===== src/rtl/demux_hs.sv =====
// One-to-NUMOUT demultiplexer with a one-entry valid/ready holding register per lane.
// Words addressed to a lane index >= NUMOUT are dropped and counted in a saturating counter.
module demux_hs #(
    parameter int NUMOUT = 16,
    parameter int DWIDTH = 8,
    parameter int CWIDTH = 16,
    localparam int SWIDTH = (NUMOUT > 1) ? $clog2(NUMOUT) : 1
) (
    input  logic                     clk,
    input  logic                     rst,
    input  logic [DWIDTH-1:0]        din,
    input  logic                     din_v,
    output logic                     din_rdy,
    input  logic [SWIDTH-1:0]        sel,
    output logic [NUMOUT*DWIDTH-1:0] dout_vec,
    output logic [NUMOUT-1:0]        dout_vec_v,
    input  logic [NUMOUT-1:0]        dout_vec_rdy,
    output logic [CWIDTH-1:0]        drop_cnt
);

    logic [NUMOUT*DWIDTH-1:0] r_data;
    logic [NUMOUT-1:0]        r_full;
    logic [CWIDTH-1:0]        r_dropCnt;

    logic [NUMOUT-1:0] w_selOneHot;
    logic              w_selHit;
    logic              w_selFull;
    logic              w_selRdy;
    logic              w_accept;
    logic [NUMOUT-1:0] w_load;

    // Decoding by comparison keeps out-of-range sel values from indexing past the lane vectors.
    always_comb begin
        w_selOneHot = '0;
        w_selFull   = 1'b0;
        w_selRdy    = 1'b0;
        for (int i = 0; i < NUMOUT; i++) begin
            if (sel == SWIDTH'(i)) begin
                w_selOneHot[i] = 1'b1;
                w_selFull      = r_full[i];
                w_selRdy       = dout_vec_rdy[i];
            end
        end
    end

    assign w_selHit = |w_selOneHot;
    assign din_rdy  = !w_selHit || !w_selFull || w_selRdy;
    assign w_accept = din_v && din_rdy;
    assign w_load   = w_accept ? w_selOneHot : '0;

    // A load takes priority over a drain, so a lane being drained and refilled stays full.
    always_ff @(posedge clk) begin
        if (rst) begin
            r_data    <= '0;
            r_full    <= '0;
            r_dropCnt <= '0;
        end else begin
            for (int i = 0; i < NUMOUT; i++) begin
                if (w_load[i]) begin
                    r_data[i*DWIDTH +: DWIDTH] <= din;
                    r_full[i]                  <= 1'b1;
                end else if (r_full[i] && dout_vec_rdy[i]) begin
                    r_full[i] <= 1'b0;
                end
            end
            if (w_accept && !w_selHit && (r_dropCnt != {CWIDTH{1'b1}})) begin
                r_dropCnt <= r_dropCnt + CWIDTH'(1);
            end
        end
    end

    assign dout_vec   = r_data;
    assign dout_vec_v = r_full;
    assign drop_cnt   = r_dropCnt;

endmodule


===== config.mk =====
export PLATFORM = sky130hd
export DESIGN_NAME = demux_hs
export DESIGN_NICKNAME = d
export VERILOG_FILES = /design/src/rtl/demux_hs.sv
export SDC_FILE = /design/constraint.sdc
export NUM_CORES = 1
export LEC_CHECK = 0
export ABC_CLOCK_PERIOD_IN_PS = 10850
export BUFFER_PORTS_ARGS = -buffer_cell sky130_fd_sc_hd__buf_2
export CAP_MARGIN = 20
export CORE_MARGIN = 10
export CORE_UTILIZATION = 35
export CTS_CLUSTER_DIAMETER = 150
export DETAILED_ROUTE_END_ITERATION = 6
export PLACE_DENSITY = 0.65
export SYNTH_ARGS = -nofsm -noshare
export SYNTH_HDL_FRONTEND = slang
export SYNTH_SLANG_ARGS = --single-unit

===== constraint.sdc =====
create_clock -name clk -period 10.85 [get_ports clk]
set_input_delay 3.255 -clock clk [delete_from_list [all_inputs] [get_ports clk]]
set_output_delay 3.255 -clock clk [all_outputs]
set_load 0.005 [all_outputs]

---- Yosys cells after proc, flatten, opt, wreduce, memory -nomap -nowiden ----
Index checks and enable logic that the tools add are counted.
cells by class
  reduce and logical (&&, ||, !) cells .... 41
  equal/unequal tests ..................... 16
  add/subtract/negate cells ............... 1
  muxes and demuxes ....................... 81
operator list
  operator                                        count
  two-way mux 1 bit                               80
  == test 4 bit (second input constant)           8
  nonzero test 2 bit                              16
  logical AND 1 bit                               19
  adder 16 x 1 -> 16 bit (second input constant)  1
  == test 4 x 3 -> 1 bit (second input constant)  4
  two-way mux 16 bit                              1
  inequality test 16 bit (second input constant)  1
  OR reduction 16 bit                             1
  == test 4 x 2 -> 1 bit (second input constant)  2
  == test 4 x 1 -> 1 bit (second input constant)  1
  logical NOT 4 bit                               1
  logical NOT 1 bit                               2
  logical OR 1 bit                                2
storage, ports and cells
  output and inout port bits .............. 161
  register bits after elaboration ......... 160
  input port bits ......................... 31

---- Depth between registers and ports, before layout ----
Gate-level depths: netlist of the first run.
  depth after elaboration ................. 23
  mapped depth ............................ 11
  mapped depth without buffers ............ 7

---- Least setup slack after synthesis of the first run ----
OpenSTA, ideal clock, no wires.
  path type ............................... input port to output port
  start ................................... input port sel[1]
  end ..................................... output port din_rdy
  required time ........................... 7.595 ns
  arrival time ............................ 4.684 ns
  stages on the path ...................... 8
  setup slack ............................. 2.911 ns
  path through ............................ buf_2 buf_1 mux2i_1 o22ai_1 o31a_1 o21ai_4 buf_6 o21a_1
between the ends
  cells in the longest elaborated chain, start to end .. 20
RTL lines
  what                             line  text
  from (decl)                      14    input logic [SWIDTH-1:0] sel,
  logical NOT 4 bit                38    if (sel == SWIDTH'(i)) begin
  two-way mux 1 bit (16 in a row)  38
  logical NOT 1 bit                47    assign din_rdy = !w_selHit || !w_selFull || w_selRdy;
  logical OR 1 bit                 47
  logical OR 1 bit *               47
  to (decl)                        13    output logic din_rdy,
Every way passes the cells marked *; elsewhere a longest branch is shown, timed or not.

---- Final worst setup path of the first run ----
Ends and elaborated chain as after synthesis.

==> impl_metrics.toml, run 1 <==
[timing]
setup_viol = 0
max_slew_margin_pct = 43.06
hold_violations = 0
setup_tns_ns = 0
post-route-min-period_ns = 8.442
fin_crit_sh_pct = 77.81
fin_worst_skew_ns = 0.008332
slew_violations = 0
rsz0062_at_grt = "no"
max_freq_mhz = 118.5
worst_slew_pin_slew_ns = 0.8540

[floorplan]
boundaryPins = 192
initial_core_util_pct = 35.79
coreArea_mm2 = 0.01809
rows = 49
die_x_um = 156.0
dieArea_mm2 = 0.02433
die_h_um = 156.0

[drt]
drtIter0Drc = 235
num_vias = 4770
vias_per_cell = 4.727
routed_wl_mm = 18.74
dr.pass1.iters = 4
drtAntennaViolNets = 0
wl_per_cell_um = 18.57
route.detailed.drc = 0

[global_route]
grtUsageMet1_pct = 17.88
grt_use_met2_pct = 25.29
met3_usage_pct = 5.073
antenna_found_initial = 0
grt_pass1_vias = 4831
overflow = 0
grt_pass1_wl_mm = 28.60
grt_use_total_pct = 15.05
grt_start_max_net_pins = 72
top_usage_layer = "met2"

[synthesis]
synth_edf_count = 0
synth-seq-area-share_pct = 49.49
synth_cell_types = 48
synth_common_cells = "dfxtp_1, mux2i_1, nand2b_1"
synth_area_leader_cell = "dfxtp_1"
netlist_area_mm2 = 0.006472
dominantRegCellSynth = "dfxtp_1"
avgSynthCellArea_um2 = 10.68
synth_top_area_share_pct = 49.49
postSynthCellCount = 606
synth.most_common_cell = "dfxtp_1"
synthTopCellsByArea = "dfxtp_1, mux2i_1, nand2b_1"
ys_ff_latch = 160
yosysWarnings = 0
synth_nets = 637
synthArstFlopShare_pct = 0

[power]
ir_worst_vdd_mv = 0.1103
power_density_mw_per_mm2 = 162.8
leakage_nw = 4.156

[cells_and_area]
fin_util_pct = 44.66
layout.nets = 798
n_antenna_cell = 0
syn_to_final_growth_pct = 24.78
stdcell_count = 1009
drive_above_1_share_pct = 30.90

[placed_design]
dpl.cell_count = 977
gp_congestion = 0.7909
dp_hpwl_mm = 13.53
port_buffers = 191

[clock_tree]
root_buffer = "clkbuf_16"
cts_resized = 0
clkLatencyLatePin_ns = 0.43
h-tree-depth = 4
cts_tree = "yes"
post_cts_buffers = 0
cts_buffer_depth = 2
numCtsBuffers = 17
clkSinkCount = 160
clk_pin_slew_ns = 0.06
ctsHoldBuffers = 0

[worst_setup_path]
start_kind = "input pin"
cp_data_arrival_time_ns = 5.19
critical_path_class = "input pin to primary output"
cp.required_ns = 7.60
cp-end-kind = "primary output"
cp_max_fo = 26

[min_path]
holdCritPathClass = "register to register"

[outcome]
status = "complete, no violations"

[job]
drv_cap = 0
## placed cells by master, fill, tap and decap left out, drive strengths merged, types with 2 or more instances in the layout
cell,n
buf,193
dfxtp,160
mux2i,133
nand2b,125
nor2,28
nor2b,21
clkbuf,18
a21oi,17
inv,12
nand4,11
o21ai,9
nand2,7
and2,6
a31oi,3
and3,3
bufinv,3
nor3b,2
o21a,2
o31a,2
clkinvlp,2
and2b,2
clkinv,2
## worst max-delay path, stage by stage
cell and delay (ns):
buf_2 0.26, or3b_1 0.43, a21oi_1 0.13, a31oi_1 0.06, o221a_4 0.27, o21ai_4 0.42
o21a_1 0.22, buf_2 0.12
## path summary, 6_finish.rpt
| path | slack, ns | to | start | depth (start not counted) |
|---|---|---|---|---|
| worst min register to register | 0.46 | drop_cnt[15]$_SDFFE_PP0P_ | drop_cnt[15]$_SDFFE_PP0P_ | 1 |
| worst max register to register | 8.29 | dout_vec[101]$_SDFFE_PP0P_ | dout_vec_v[11]$_SDFFE_PP0P_ | 7 |
| worst max-delay path | 2.41 | din_rdy | sel[1] | 8 |
| worst min-delay path | 0.46 | drop_cnt[15]$_SDFFE_PP0P_ | drop_cnt[15]$_SDFFE_PP0P_ | 1 |
## metal layers
layer	vias up	routed length, um
met5	-	0
met4	0	204
met3	17	1113
met2	118	9207
met1	2291	8210
li1	2344	-
## power by group
part | internal, mW | switching (mW) | leakage (nW)
Clock | 0.377 | 0.266 | 0.306
Sequential | 0.594 | 0.00373 | 1.29
Combinational | 0.0300 | 0.0445 | 2.56
Total | 1.00 | 0.314 | 4.16
## logic make-up after synthesis
group | after synthesis | synth area share, %
DFF | 160 | 49.49
AOI/OAI and AO/OA | 41 | 4.137
and+or+nand+nor | 214 | 20.51
buffers and inverters | 56 | 4.775
muxes | 135 | 21.09
## through the flow
stage | area [um2] | hold WS, ns | total power, mW | worst slack [ns]
finish | 8077 | 0.4628 | 1.315 | 2.408
global route | 8077 | 0.4758 | 1.361 | 2.296
CTS | 8077 | 0.4658 | 1.329 | 2.428
detailed placement | 7442 | 0.4495 | 0.6860 | 2.437
global placement | 7442 | 0.4472 | 0.6856 | 2.464
floorplan | 6472 | 0.4621 | 0.6597 | 2.911
## flip-flops by register name, indices dropped and copies added (netlist names)
| signal | cells |
|---|---|
| dout_vec_v | 16 |
| dout_vec | 128 |
| drop_cnt | 16 |
## layout make-up
class                      instances  area (um2)
fill                            1716       10010
sequential                       160        3203
multi-input combinational        390        2960
timing repair buffer             193       973.4
clock buffer                      18       439.2
tap                              229       286.5
clock inverter                    14       195.2
inverter                           5       18.77
No activity file was read; power rests on OpenSTA's default activity.
==> run 2, diff against run 1 <==
--- a/config.mk
+++ b/config.mk
@@ -5,14 +5,15 @@
 export SDC_FILE = /design/constraint.sdc
 export NUM_CORES = 1
 export LEC_CHECK = 0
-export ABC_CLOCK_PERIOD_IN_PS = 10850
+export ABC_AREA = 1
+export ABC_CLOCK_PERIOD_IN_PS = 6900
 export BUFFER_PORTS_ARGS = -buffer_cell sky130_fd_sc_hd__buf_2
 export CAP_MARGIN = 20
 export CORE_MARGIN = 10
 export CORE_UTILIZATION = 35
 export CTS_CLUSTER_DIAMETER = 150
 export DETAILED_ROUTE_END_ITERATION = 6
-export PLACE_DENSITY = 0.65
+export PLACE_DENSITY = 0.66
 export SYNTH_ARGS = -nofsm -noshare
 export SYNTH_HDL_FRONTEND = slang
 export SYNTH_SLANG_ARGS = --single-unit
==> constraint.sdc (replaced) <==
create_clock -name clk -period 6.9 [get_ports clk]
set_input_delay 2.07 -clock clk [delete_from_list [all_inputs] [get_ports clk]]
set_output_delay 2.07 -clock clk [all_outputs]
set_load 0.005 [all_outputs]
==> impl_metrics.toml, run 2 <==
[timing]
max_slew_margin_pct = 42.65
fin_crit_sh_pct = 84.65
post-route-min-period_ns = 5.841
rsz0062_at_grt = "no"
slew_violations = 0
fin_worst_skew_ns = 0.007921
max_freq_mhz = 171.2
setup_tns_ns = 0
setup_viol = 0
worst_slew_pin_slew_ns = 0.8603
hold_violations = 0

[global_route]
grt_pass1_wl_mm = 33.03
grt_pass1_vias = 5916
grt_start_max_net_pins = 67
grt_use_total_pct = 15.98
antenna_found_initial = 0
overflow = 0

[drt]
vias_per_cell = 4.266
route.detailed.drc = 0
drtIter0Drc = 274
drtAntennaViolNets = 0
wl_per_cell_um = 14.23
routed_wl_mm = 21.01
num_vias = 6296
dr.pass1.iters = 4

[worst_setup_path]
r2r_cells = 13
cp_max_fo = 4
start_kind = "input pin"
cp.required_ns = 4.83
r2r-start = "dout_vec_v[3]$_SDFFE_PP0P_"
cp_data_arrival_time_ns = 3.77
cp-end-kind = "primary output"
rrSetupSlack_ns = 4.63
critical_path_class = "input pin to primary output"
r2r-end = "dout_vec[100]$_SDFFE_PP0P_"

[cells_and_area]
largest_reg_flops = 128
n_antenna_cell = 0
drive_above_1_share_pct = 22.21
layout_common_cells = "nor2_1, nand2_1, buf_2"
layout.nets = 1229
fillerInstances = 2114
syn_to_final_growth_pct = 21.88
mostFrequentLayoutCell = "nor2_1"

[placed_design]
gp_congestion = 0.8950
dp_hpwl_mm = 14.49
port_buffers = 191

[synthesis]
synth_area_leader_cell = "dfxtp_1"
synth_top_area_share_pct = 45.84
synthArstFlopShare_pct = 0
synth_cell_types = 24
dominantRegCellSynth = "dfxtp_1"
yosysWarnings = 0
synth_common_cells = "nor2_1, nand2_1, inv_1"
synth_edf_count = 0
synthTopCellsByArea = "dfxtp_1, nor2_1, nand2_1"
postSynthCellCount = 1040
ys_ff_latch = 160
synth.most_common_cell = "nor2_1"
synth_nets = 1071
synth-seq-area-share_pct = 45.84
netlist_area_mm2 = 0.006988
avgSynthCellArea_um2 = 6.719

[min_path]
min-delay-start = "drop_cnt[2]$_SDFFE_PP0P_"
holdCritPathClass = "register to register"
holdPathEnd = "drop_cnt[2]$_SDFFE_PP0P_"
hold_path_depth = 2

[floorplan]
dieArea_mm2 = 0.02602
die_h_um = 161.3
coreArea_mm2 = 0.01953
die_x_um = 161.3
rows = 51
initial_core_util_pct = 35.79
boundaryPins = 192

[clock_tree]
cts_buffer_depth = 2
cts_resized = 0
numCtsBuffers = 17
cts_tree = "yes"
ctsHoldBuffers = 0
clkSinkCount = 160
clkLatencyLatePin_ns = 0.42
clk_pin_slew_ns = 0.06
post_cts_buffers = 0
h-tree-depth = 4
root_buffer = "clkbuf_16"

[power]
p_total_mw = 1.979
ir_worst_vdd_mv = 0.1598
pwr-share-comb_pct = 7.1
power_density_mw_per_mm2 = 232.3
power_frac_seq_pct = 48.1
leakage_nw = 4.822
p_clk_share_pct = 44.8
internal-power_mw = 1.486
switchingPower_mw = 0.4923
sw_frac_of_total_pct = 24.88

[job]
drv_cap = 0

[outcome]
status = "complete, no violations"
==> run 2: cell count changes after synthesis, moves of 6 or more <==
cell,previous run,this run
nand2_1,7,284
nor2_1,27,289
inv_1,5,174
mux2i_1,133,0
nand2b_1,125,0
nor2b_1,19,0
nand2_2,0,13
nand4_4,0,10
buf_1,1,8
nand3_1,1,8
o21ai_0,7,0
inv_2,0,6
==> run 2: cell type report <==
| class | count | area, um2 | share of cell area, % |
|---|---|---|---|
| multi-input combinational | 646 | 2790 | 32.76 |
| timing repair buffer | 193 | 970.9 | 11.40 |
| sequential | 160 | 3203 | 37.61 |
| inverter | 180 | 678.2 | 7.962 |
| tap | 265 | 331.6 | 3.893 |
| clock buffer | 22 | 454.2 | 5.333 |
| clock inverter | 10 | 88.84 | 1.043 |
==> run 2: critical path, stage by stage <==
cell	delay (ns)
buf_2	0.14
nor2_2	0.19
inv_1	0.12
nor2_1	0.16
nand2_1	0.07
nand4_1	0.10
nor2_1	0.05
nand4_1	0.06
nand2_1	0.07
nand3_2	0.06
nand2_2	0.07
a21boi_0	0.41
buf_2	0.21
==> run 2: cells by family (layout without fill, tap and decap cells) <==
| group | after synthesis | in the layout | synth area share, % |
|---|---|---|---|
| AND/OR/NAND/NOR | 627 | 627 | 38.53 |
| flip-flops | 160 | 160 | 45.84 |
| AO/OA/AOI/OAI | 19 | 19 | 1.397 |
| buffers and inverters | 234 | 405 | 14.23 |
==> run 2: power groups by stage <==
stage / Clock (mW) / Combinational, mW / Sequential [mW]
6_report: 0.887 / 0.140 / 0.951
4_1_cts: 0.914 / 0.143 / 0.951
3_3_place_gp: 0 / 0.140 / 0.971
3_5_place_dp: 0 / 0.142 / 0.972
2_1_floorplan: 0 / 0.0881 / 0.972
5_1_grt: 0.950 / 0.158 / 0.953
==> run 2: worst max path at each step <==
stage	depth (start not counted)	start	slack [ns]	endpoint
finish	13	sel[0]	1.06	din_rdy
global route	13	sel[3]	0.90	din_rdy
CTS	13	sel[0]	1.12	din_rdy
detailed placement	13	sel[0]	1.13	din_rdy
global placement	13	sel[0]	1.12	din_rdy
floorplan	5	sel[2]	1.72	din_rdy
==> run 2: metrics by stage <==
| step | util [%] | setup slack (ns) | hold WS, ns | area, um2 | std cells |
|---|---|---|---|---|---|
| 3_5_place_dp | 40.84 | 1.131 | 0.4087 | 7974 | 1444 |
| 2_1_floorplan | - | 1.717 | 0.4196 | 6988 | 1040 |
| 6_report | 43.62 | 1.059 | 0.4164 | 8517 | 1476 |
| 4_1_cts | 43.62 | 1.119 | 0.4198 | 8517 | 1476 |
| 3_3_place_gp | 40.84 | 1.122 | 0.4063 | 7974 | 1444 |
| 5_1_grt | 43.62 | 0.9017 | 0.4426 | 8517 | 1476 |
==> run 2: layer usage <==
| layer | wire [um] | vias to the layer above | GRT usage (%) | share of wire, % |
|---|---|---|---|---|
| met1 | 9486 | 2810 | 19.77 | 45 |
| met2 | 9867 | 170 | 26.35 | 47 |
| met3 | 1401 | 15 | 4.753 | 6.7 |
| met5 | 0 | - | 0 | 0 |
| li1 | - | 3301 | - | - |
| met4 | 250 | 0 | 4.508 | 1.2 |
==> run 3, diff against run 2 <==
==> config.mk (replaced) <==
export PLATFORM = sky130hd
export DESIGN_NAME = demux_hs
export DESIGN_NICKNAME = d
export VERILOG_FILES = /design/src/rtl/demux_hs.sv
export SDC_FILE = /design/constraint.sdc
export NUM_CORES = 1
export LEC_CHECK = 0
export ABC_AREA = 0
export ABC_CLOCK_PERIOD_IN_PS = 5800
export BUFFER_PORTS_ARGS = -buffer_cell sky130_fd_sc_hd__buf_2
export CAP_MARGIN = 20
export CORE_MARGIN = 10
export CORE_UTILIZATION = 35
export CTS_CLUSTER_DIAMETER = 150
export DETAILED_ROUTE_END_ITERATION = 6
export PLACE_DENSITY = 0.65
export SYNTH_ARGS = -nofsm -noshare
export SYNTH_HDL_FRONTEND = slang
export SYNTH_SLANG_ARGS = --single-unit
==> constraint.sdc (replaced) <==
create_clock -name clk -period 5.8 [get_ports clk]
set_input_delay 1.74 -clock clk [delete_from_list [all_inputs] [get_ports clk]]
set_output_delay 1.74 -clock clk [all_outputs]
set_load 0.005 [all_outputs]
==> impl_metrics.toml, run 3 (synthesis gave the netlist of run 1 again) <==
[worst_setup_path]
cp-end-kind = "primary output"
rrSetupSlack_ns = 3.29
r2r-end = "dout_vec[38]$_SDFFE_PP0P_"
cp_max_fo = 26
max_stage_delay_ns = 0.42
r2r_cells = 7
cp.required_ns = 4.06
critical_path_class = "input pin to primary output"
worstPathCellList = "buf_2, or3b_1, a21oi_1, a31oi_1, o221a_4, o21ai_4, o21a_1, buf_2"
start_kind = "input pin"
r2r-start = "dout_vec_v[11]$_SDFFE_PP0P_"
cp_data_arrival_time_ns = 3.64
critPathMostFrequentCell = "buf_2"
cp_slowest_cell = "or3b_1"

[timing]
post-route-min-period_ns = 5.375
max_freq_mhz = 186.0
max_slew_margin_pct = 44.12
setup_viol = 0
rsz0062_at_grt = "no"
hold_violations = 0
fin_worst_skew_ns = 0.007884
setup_tns_ns = 0
whs_ns = 0.4661
fin_crit_sh_pct = 92.68
worst_slew_pin_slew_ns = 0.8358
slew_violations = 0

[floorplan]
die_h_um = 156.0
die_x_um = 156.0
coreArea_mm2 = 0.01809
boundaryPins = 192
rows = 49
dieArea_mm2 = 0.02433
initial_core_util_pct = 35.79

[cells_and_area]
n_antenna_cell = 0
mostFrequentLayoutCell = "buf_2"
largest_reg_flops = 128
layout_common_cells = "buf_2, dfxtp_1, mux2i_1"
drive_above_1_share_pct = 30.81
fin_util_pct = 44.16
layout.nets = 798
syn_to_final_growth_pct = 23.39
fin_area_mm2 = 0.007986
fillerInstances = 1775

[clock_tree]
post_cts_buffers = 0
clkSinkCount = 160
numCtsBuffers = 17
cts_tree = "yes"
h-tree-depth = 4
clkLatencyLatePin_ns = 0.42
ctsHoldBuffers = 0
cts_buffer_depth = 2
cts_resized = 0
clk_pin_slew_ns = 0.07
root_buffer = "clkbuf_16"

[drt]
wl_per_cell_um = 18.48
drtIter0Drc = 259
num_vias = 4703
dr.pass1.iters = 5
routed_wl_mm = 18.63
drtAntennaViolNets = 0
route.detailed.drc = 0
vias_per_cell = 4.666

[global_route]
antenna_found_initial = 0
grt_pass1_wl_mm = 28.52
grt_pass1_vias = 4811
overflow = 0
grt_start_max_net_pins = 88
grt_use_total_pct = 14.89

[min_path]
hold_path_depth = 1
holdPathEnd = "drop_cnt[11]$_SDFFE_PP0P_"
min-delay-start = "drop_cnt[11]$_SDFFE_PP0P_"
holdCritPathClass = "register to register"

[placed_design]
dp_hpwl_mm = 13.40
gp_congestion = 0.8305
port_buffers = 191
post_dp_cell_area_mm2 = 0.007442

[power]
p_total_mw = 2.305
ir_worst_vdd_mv = 0.1928
power_density_mw_per_mm2 = 288.6
leakage_nw = 4.117

[job]
drv_cap = 0

[outcome]
status = "complete, no violations"
## run 3: changes by cell type in the layout (fill, tap and decap cells not counted), sizes merged, moves of 4 or more
| cell | previous run | this run |
|---|---|---|
| and2 | 0 | 6 |
| clkbuf | 22 | 18 |
| inv | 180 | 11 |
| mux2i | 0 | 133 |
| nand2 | 298 | 7 |
| nand2b | 0 | 125 |
| nand3 | 9 | 1 |
| nand4 | 21 | 11 |
| nor2 | 297 | 28 |
| nor2b | 0 | 21 |
| o21ai | 0 | 9 |
## run 3: metal layers
metal  track usage (%)  vias to the layer above  wire length, um
met2             24.21                      115             8831
met3             4.935                       19             1178
met5                 0                        -                0
met4             4.991                        0              320
met1             18.12                     2215             8302
li1                  -                     2354                -
## run 3: power breakdown
| group | total, mW | switching, mW | internal [mW] |
|---|---|---|---|
| combinational | 0.139 | 0.0828 | 0.0561 |
| clock | 1.05 | 0.482 | 0.567 |
| sequential | 1.12 | 0.00703 | 1.11 |
| total | 2.31 | 0.572 | 1.73 |
## run 3: metrics by stage
step                setup WS (ns)  cells
global route               0.3136   1008
global placement           0.4329    977
floorplan                  0.8914    606
detailed placement         0.4268    977
CTS                        0.4244   1008
finish                     0.4246   1008
## run 3: worst max path at each step
stage,endpoint,start,depth (start not counted)
3_3_place_gp,din_rdy,sel[1],8
2_1_floorplan,din_rdy,sel[1],8
4_1_cts,din_rdy,sel[1],8
3_5_place_dp,din_rdy,sel[1],8
6_report,din_rdy,sel[1],8
5_1_grt,din_rdy,sel[1],8
## run 3: cell type report
class / count / area (um2) / share of cell area (%)
Multi-Input combinational cell: 390 / 2960 / 37.07
Tap cell: 229 / 286.5 / 3.588
Clock inverter: 13 / 105.1 / 1.316
Sequential cell: 160 / 3203 / 40.11
Inverter: 5 / 18.77 / 0.2350
Clock buffer: 18 / 439.2 / 5.499
Timing Repair Buffer: 193 / 973.4 / 12.19
## run 3: critical path: cells and delay by family
family                 cells  cell delay (ns)
AO/OA/AOI/OAI              5             1.08
AND/OR/NAND/NOR            1             0.42
buffers and inverters      2             0.37
